## src/rtl/clkgen_mdiv.sv

```systemverilog
// Multi-channel mclk divider array: per-channel shadowed divide ratio, clean stop
// at the low level, phase-aligned restart and a per-period rising-edge pulse.
module clkgen_mdiv #(
  parameter int unsigned NCH = 4,
  parameter int unsigned WD  = 8
) (
  input  logic              mclk,
  input  logic              reset,
  input  logic [NCH*WD-1:0] cfg_div_ratio,
  input  logic [NCH-1:0]    cfg_ch_en,
  input  logic              cfg_sync_start,
  output logic [NCH-1:0]    clk_o,
  output logic [NCH-1:0]    clk_pls_o,
  output logic [NCH-1:0]    ch_active_o
);

  typedef enum logic {
    ST_IDLE = 1'b0,
    ST_RUN  = 1'b1
  } state_t;

  state_t         r_state     [NCH];
  state_t         w_state_nx  [NCH];
  logic [WD:0]    r_cnt       [NCH];
  logic [WD:0]    w_cnt_nx    [NCH];
  logic [WD-1:0]  r_shadow    [NCH];
  logic [WD-1:0]  w_shadow_nx [NCH];
  logic [WD-1:0]  w_cfg_ratio [NCH];
  logic [WD+1:0]  w_high      [NCH];
  logic [NCH-1:0] w_wrap;
  logic [NCH-1:0] w_clk_nx;
  logic [NCH-1:0] w_pls_nx;
  logic [NCH-1:0] w_act_nx;

  // Outputs are registered from the next-state values so they line up with the
  // state they describe while staying pure flops.
  always_comb begin
    w_wrap   = '0;
    w_clk_nx = '0;
    w_pls_nx = '0;
    w_act_nx = '0;
    for (int unsigned i = 0; i < NCH; i++) begin
      w_cfg_ratio[i] = cfg_div_ratio[i*WD +: WD];
      w_state_nx[i]  = r_state[i];
      w_cnt_nx[i]    = r_cnt[i];
      w_shadow_nx[i] = r_shadow[i];
      w_wrap[i]      = (r_cnt[i] == ({1'b0, r_shadow[i]} + (WD+1)'(1)));

      if (cfg_sync_start && cfg_ch_en[i]) begin
        w_state_nx[i]  = ST_RUN;
        w_cnt_nx[i]    = '0;
        w_shadow_nx[i] = w_cfg_ratio[i];
      end else begin
        case (r_state[i])
          ST_IDLE: begin
            if (cfg_ch_en[i]) begin
              w_state_nx[i]  = ST_RUN;
              w_cnt_nx[i]    = '0;
              w_shadow_nx[i] = w_cfg_ratio[i];
            end
          end
          ST_RUN: begin
            // Enable is only looked at on the wrap edge, so periods are never cut short.
            if (w_wrap[i]) begin
              w_cnt_nx[i] = '0;
              if (cfg_ch_en[i]) begin
                w_shadow_nx[i] = w_cfg_ratio[i];
              end else begin
                w_state_nx[i] = ST_IDLE;
              end
            end else begin
              w_cnt_nx[i] = r_cnt[i] + (WD+1)'(1);
            end
          end
          default: begin
            w_state_nx[i] = ST_IDLE;
            w_cnt_nx[i]   = '0;
          end
        endcase
      end

      // High phase is ceil(D/2) with D = R + 2, i.e. (R + 3) >> 1.
      w_high[i]   = ({2'b00, w_shadow_nx[i]} + (WD+2)'(3)) >> 1;
      w_act_nx[i] = (w_state_nx[i] == ST_RUN);
      w_clk_nx[i] = w_act_nx[i] && ({1'b0, w_cnt_nx[i]} < w_high[i]);
      w_pls_nx[i] = w_act_nx[i] && (w_cnt_nx[i] == '0);
    end
  end

  always_ff @(posedge mclk) begin
    if (reset) begin
      for (int unsigned i = 0; i < NCH; i++) begin
        r_state[i]  <= ST_IDLE;
        r_cnt[i]    <= '0;
        r_shadow[i] <= '0;
      end
      clk_o       <= '0;
      clk_pls_o   <= '0;
      ch_active_o <= '0;
    end else begin
      for (int unsigned i = 0; i < NCH; i++) begin
        r_state[i]  <= w_state_nx[i];
        r_cnt[i]    <= w_cnt_nx[i];
        r_shadow[i] <= w_shadow_nx[i];
      end
      clk_o       <= w_clk_nx;
      clk_pls_o   <= w_pls_nx;
      ch_active_o <= w_act_nx;
    end
  end

endmodule

```

## config.mk

```make
export PLATFORM = sky130hd
export DESIGN_NAME = clkgen_mdiv
export DESIGN_NICKNAME = d
export VERILOG_FILES = /design/src/rtl/clkgen_mdiv.sv
export SDC_FILE = /design/constraint.sdc
export NUM_CORES = 1
export LEC_CHECK = 0
export CORE_AREA = 2 2 115 117
export CTS_CLUSTER_DIAMETER = 30
export DETAILED_ROUTE_END_ITERATION = 10
export DIE_AREA = 0 0 117 119
export GPL_TIMING_DRIVEN = 0
export HOLD_SLACK_MARGIN = 0.05
export MAX_ROUTING_LAYER = met4
export PLACE_DENSITY = 0.71
export REMOVE_ABC_BUFFERS = 1
export SLEW_MARGIN = 30
export SYNTH_ARGS = -nofsm -noshare
export SYNTH_HDL_FRONTEND = slang
export SYNTH_SLANG_ARGS = --single-unit
```

## constraint.sdc

```tcl
create_clock -name mclk -period 5.1 [get_ports mclk]
set_input_delay 1.02 -clock mclk [delete_from_list [all_inputs] [get_ports mclk]]
set_output_delay 1.02 -clock mclk [all_outputs]
set_load 0.01 [all_outputs]
```

==> flow_summary.toml, run 1 <==
[final_layout]
num-fill-cells = 1186
area_growth_pct = 13.49
layout.nets = 978
mostFrequentLayoutCells = "nor2_1, dfxtp_1, nand2_1, o21ai_0, clkdlybuf4s50_1"
multi_input_area_mm2 = 0.004827
drive_above_1_share_pct = 6.084
layout_commonest_cell = "nor2_1"
post-route-util_pct = 59.84
diodes = 0
seq_area_mm2 = 0.001604

[worst_setup_path]
end_kind = "flop"
worstSetupStartpointType = "flop"
arrival_ps = 5000
critPathRequiredTime_ps = 5400
path_class = "reg -> reg"
critPathMaxFanout = 10

[clock_tree]
numCtsBuffers = 9
clock_latency_ps = 350
htreeDepth = 3
tritoncts = "yes"
cts_buffer_depth = 2
clkTransAtPathRegs_ps = 60
cts_root_buf = "clkbuf_16"
cts.sinks = 80
cts_hold_buf = 0

[logic_synthesis]
synthDistinctLibCells = 80
synth_edf_count = 0
yosys_warnings = 0
syn_avg_cell_area_um2 = 7.680
ys_seq_area_share_pct = 23.59
postSynthCellCount = 884
syn_area_mm2 = 0.006789
synth_seq_cells = 80
async_flop_share_pct = 0
postSynth.topFlopCell = "dfxtp_1"

[global_route]
grt_pass1_vias = 5814
grt_start_max_net_pins = 42
antenna_found_initial = 0
grt_usage_pct = 24.95
grt_pass1_wl_um = 27590
grt_overflow = 0

[power]
peakVddDrop_mv = 0.1309
power_density_mw_per_mm2 = 238.4
finalPower_mw = 1.837
intPower_mw = 1.298
p_leak_nw = 3.115
swShare_pct = 29.32
seq_power_share_pct = 38.5
clock_power_share_pct = 40.8
p_comb_share_pct = 20.7
netSwitchingPower_uw = 538.7

[timing]
slew_headroom_pct = 41.70
fin_hold_ws_ps = 585.1
fmax_mhz = 212.7
slew_violations = 0
setup_viol = 0
rsz0062_at_grt = "no"
period_minus_slack_ps = 4701
hold_violations = 0
worstMarginPinSlew_ps = 873.1
period_share_pct = 92.18
finClkSkew_ps = 10.44

[place]
gp_congestion = 0.8806
dp_hpwl_um = 11600
portBuffers = 50

[run]
maxCapViolations = 0

[routing]
drc = 0
dr.first_iter.drc_count = 565
totalWireLength_um = 16320
wl_per_cell_um = 15.11
routed_via_density = 5.839
firstDrtPassIters = 4
ant_nets = 0
vias = 6306

[die]
die_area_mm2 = 0.01392
dieWidth_um = 117
ioPinCount = 51
start_util_pct = 52.73
core_area_mm2 = 0.01287
die_h_um = 119
rows = 42

[min_path]
holdCritPathClass = "reg -> reg"

[outcome]
status = "completed"
[worst max-delay path, cell delays in order (launching register included)]
cell and delay (ps):
dfxtp_2 430, ha_1 290, inv_1 80, or4_1 530, a2111oi_2 460, nand2_2 180, a31oi_4 240, mux2i_1 280
ha_1 310, nor2b_1 80, and2_1 170, xor2_1 140, a21oi_1 200, ha_1 290, a21o_1 190, a21oi_1 130
nand2_1 110, nor4b_2 350, o211a_1 190
[synth_stat cells (all sizes together) (7+ instances only)]
| master | instances | area share, % |
|---|---|---|
| dfxtp | 80 | 24 |
| a31oi | 15 | 1.6 |
| nand2 | 70 | 3.9 |
| or3 | 17 | 1.6 |
| o211ai | 7 | 0.77 |
| xor2 | 42 | 5.4 |
| nor2b | 28 | 2.6 |
| xnor2 | 46 | 5.9 |
| nand3 | 32 | 2.4 |
| nor3 | 19 | 1.5 |
| ha | 40 | 7.4 |
| buf | 26 | 2.5 |
| a2bb2oi | 7 | 0.90 |
| o21ai | 61 | 4.6 |
| inv | 32 | 1.8 |
| mux2i | 35 | 5.2 |
| a211oi | 7 | 0.92 |
| nand4 | 15 | 1.4 |
| a21o | 12 | 1.3 |
| and3 | 8 | 0.74 |
| a21oi | 39 | 2.9 |
| and2 | 7 | 0.65 |
| or2 | 7 | 0.65 |
| clkbuf | 29 | 1.6 |
| nor2 | 106 | 5.9 |
[registers in the layout (all words and copies together), names as in the netlist]
| name | flops |
|---|---|
| clk_o | 4 |
| clk_pls_o | 4 |
| r_cnt | 36 |
| r_shadow | 32 |
| ch_active_o | 4 |
[metal layers]
layer	global-route usage, %	share of wire [%]
met4	8.603	2.0
met3	3.206	4.2
met1	33.50	47
met2	38.66	46
met5	-	0
[logic make-up after synthesis]
family	synth area share, %
AND/OR/NAND/NOR	24.68
buffers and inverters	5.861
XOR/XNOR	11.35
adder cells (fa/ha/maj)	7.372
multiplexers	5.824
flip-flops	23.59
AO/OA/AOI/OAI	21.32
[power by group through the flow]
stage	clock network, mW	logic [mW]	registers, mW
floorplan	0	0.234	0.709
global placement	0	0.362	0.719
detailed placement	0	0.367	0.720
CTS	0.761	0.372	0.706
global route	0.786	0.425	0.713
finish	0.749	0.381	0.707
[through the flow]
stage | instances | area (um2) | setup TNS [ps] | setup slack (ps)
6_report | 1080 | 7705 | 0 | 398.7
5_1_grt | 1080 | 7705 | 0 | 8.751
4_1_cts | 1074 | 7629 | 0 | 20.04
3_5_place_dp | 1056 | 7264 | -1705 | -604.8
3_3_place_gp | 1055 | 7232 | -2350 | -1447
2_1_floorplan | 829 | 6511 | -57.53 | -57.53
[timing repair]
action	4_1_cts	5_1_grt
pin swaps	1	1
gates resized for setup	2	6
endpoints found under the setup margin	3	4
buffers inserted	2	6
[worst paths after layout]
path / slack, ps / endpoint / from / depth (start not counted)
min reg2reg: 590 / r_cnt[3][8]$_SDFF_PP0_ / r_cnt[3][8]$_SDFF_PP0_ / 2
max reg2reg: 400 / clk_o[0]$_SDFF_PP0_ / r_shadow[0][0]$_SDFF_PP0_ / 18
max: 400 / clk_o[0]$_SDFF_PP0_ / r_shadow[0][0]$_SDFF_PP0_ / 18
min: 590 / r_cnt[3][8]$_SDFF_PP0_ / r_cnt[3][8]$_SDFF_PP0_ / 2
[cell type report]
type                       instances  area share, %
sequential                        80          20.82
tap                              176          2.858
multi-input combinational        717          62.65
timing repair buffer              59          7.697
inverter                          32          1.559
clock buffer                      11          3.280
clock inverter                     5          1.137
Power figures use the tool's default switching activity.
==> run 2, diff against run 1 <==
==> constraint.sdc (replaced) <==
create_clock -name mclk -period 4.85 [get_ports mclk]
set_input_delay 0.97 -clock mclk [delete_from_list [all_inputs] [get_ports mclk]]
set_output_delay 0.97 -clock mclk [all_outputs]
set_load 0.01 [all_outputs]
==> run 2 against run 1 <==
Effect of this change: count of clock-buffer cells in the layout stayed put; critical path depth rose by 1; via count shrank 0.82%; flip-flop and latch count unchanged; first-iteration DRC count is 1.9% lower; cell count is 0.46% lower; utilization shrank 0.078 points; clock power is 5.2% higher; critical path type unchanged; largest power group unchanged; highest routed layer unchanged.
==> flow_summary.toml, run 2 (synthesis results as in run 1) <==
[min_path]
holdCritPathClass = "reg -> reg"
min_from = "r_cnt[3][8]$_SDFF_PP0_"
whs_path_depth = 2

[worst_setup_path]
critical-path-max-stage-delay_ps = 560
reg2reg_depth = 19
critPathRequiredTime_ps = 5150
path_cells = "ha_2 > inv_1 > or4_1 > a2111oi_4 > nand2_2 > a31oi_4 > mux2i_1 > ha_2 > nor2b_1 > and2_1 > xor2_1 > a21oi_1 > ha_1 > a21o_1 > a21oi_1 > nand2_1 > a41o_1 > nand4_1 > o211a_1"
rrSetupSlack_ps = 270
cp_num_buf_inv = 1
reg2reg_to = "clk_o[0]$_SDFF_PP0_"
end_kind = "flop"
setup.worst_path.end = "clk_o[0]$_SDFF_PP0_"
rr_startpoint = "r_shadow[0][1]$_SDFF_PP0_"
arrival_ps = 4880
crit_family = "compound AO/OA/AOI/OAI gates"
critPathMaxFanout = 9
path_class = "reg -> reg"
slowest_stage = "or4_1"
setup.worst_path.start = "r_shadow[0][1]$_SDFF_PP0_"
worstSetupStartpointType = "flop"
path_depth = 19

[clock_tree]
clkTransAtPathRegs_ps = 60
cts_buffer_depth = 2
tritoncts = "yes"
cts_root_buf = "clkbuf_16"
cts_hold_buf = 0
htreeDepth = 3
clock_latency_ps = 350
cts.sinks = 80
numCtsBuffers = 9

[power]
p_leak_nw = 3.083
power_density_mw_per_mm2 = 251.2
peakVddDrop_mv = 0.1373

[final_layout]
top_regs = "r_cnt: 36 flops, r_shadow: 32 flops"
post-route-util_pct = 59.77
largest-register = "r_cnt"
mostFrequentLayoutCells = "nor2_1, dfxtp_1, nand2_1, o21ai_0, clkdlybuf4s50_1"
drive_above_1_share_pct = 6.452
stdcell_count = 1075
layout_commonest_cell = "nor2_1"
diodes = 0
area_growth_pct = 13.34
layout.nets = 973
largest_reg_flops = 36

[timing]
worstMarginPinSlew_ps = 802.8
slew_headroom_pct = 45.80
period_minus_slack_ps = 4582
hold_violations = 0
tns_ps = 0
fin_hold_ws_ps = 583.4
rsz0062_at_grt = "yes"
period_share_pct = 94.48
slew_violations = 0
setup_viol = 0
fmax_mhz = 218.2
finClkSkew_ps = 11.53

[die]
core_area_mm2 = 0.01287
ioPinCount = 51
die_h_um = 119
start_util_pct = 52.73
dieWidth_um = 117
rows = 42
die_area_mm2 = 0.01392

[routing]
wl_per_cell_um = 15.19
vias = 6254
routed_via_density = 5.818
ant_nets = 0
drc = 0
totalWireLength_um = 16330
dr.first_iter.drc_count = 554
firstDrtPassIters = 5

[run]
maxCapViolations = 0

[place]
gp_congestion = 0.8806
placed_cells = 1056
portBuffers = 50
dp_hpwl_um = 11600

[global_route]
grt_usage_pct = 25.08
grt_pass1_wl_um = 27720
grt_overflow = 0
grt_start_max_net_pins = 42
grt_pass1_vias = 5818
antenna_found_initial = 0

[outcome]
status = "completed"
-- run 2: cell types whose count changed in the layout (fill, tap and decap cells not counted), sizes merged --
| cell | previous run | this run |
|---|---|---|
| dlymetal6s2s | 1 | 0 |
| buf | 10 | 5 |
| clkbuf | 11 | 12 |
-- run 2: worst min-delay path by stage --
stage	slack (ps)	endpoint
2_1_floorplan	520	r_cnt[3][8]$_SDFF_PP0_
3_3_place_gp	570	r_cnt[3][8]$_SDFF_PP0_
3_5_place_dp	570	r_cnt[0][8]$_SDFF_PP0_
4_1_cts	580	r_cnt[3][8]$_SDFF_PP0_
5_1_grt	610	r_shadow[0][6]$_SDFF_PP0_
6_report	580	r_cnt[3][8]$_SDFF_PP0_
-- run 2: routing by layer --
metal,wire (um),GRT usage [%],part of all wire [%],up-vias
met5,0,-,0,-
met4,357,8.676,2.2,0
met3,683,3.257,4.2,25
met2,7577,38.80,46,150
met1,7711,33.69,47,2907
li1,-,-,-,3172
-- run 2: power breakdown --
group,internal [mW],switching (mW),leakage (nW),total [mW]
Clock,0.484,0.304,0.164,0.788
Combinational,0.191,0.209,2.26,0.401
Sequential,0.689,0.0548,0.656,0.744
-- run 2: final cells by class --
cell class                 instances  area, um2
tap                              176      220.2
clock buffer                      11      252.7
timing repair buffer              54      535.5
inverter                          32      120.1
clock inverter                     5      87.58
multi-input combinational        717       4870
sequential                        80       1609
fill                            1191       5180
-- run 2: worst min-delay path, stage by stage, from the launching register on --
cell,delay [ps]
dfxtp_1,350
a21oi_1,140
nor2_1,50
-- run 2: metrics by stage --
step	setup slack (ps)	power (mW)	area (um2)
after floorplan	-307.5	0.9922	6511
after global placement	-1647	1.137	7232
after detailed placement	-804.8	1.143	7264
after CTS	-77.80	1.936	7642
after global routing	-52.86	2.024	7695
final	267.8	1.933	7695
-- run 2: what timing repair did --
item | CTS | global route
buffers inserted | 3 | 0
gates cloned | 0 | 0
pin swaps | 2 | 0
setup endpoints to repair | 4 | 4
resized for setup | 5 | 17
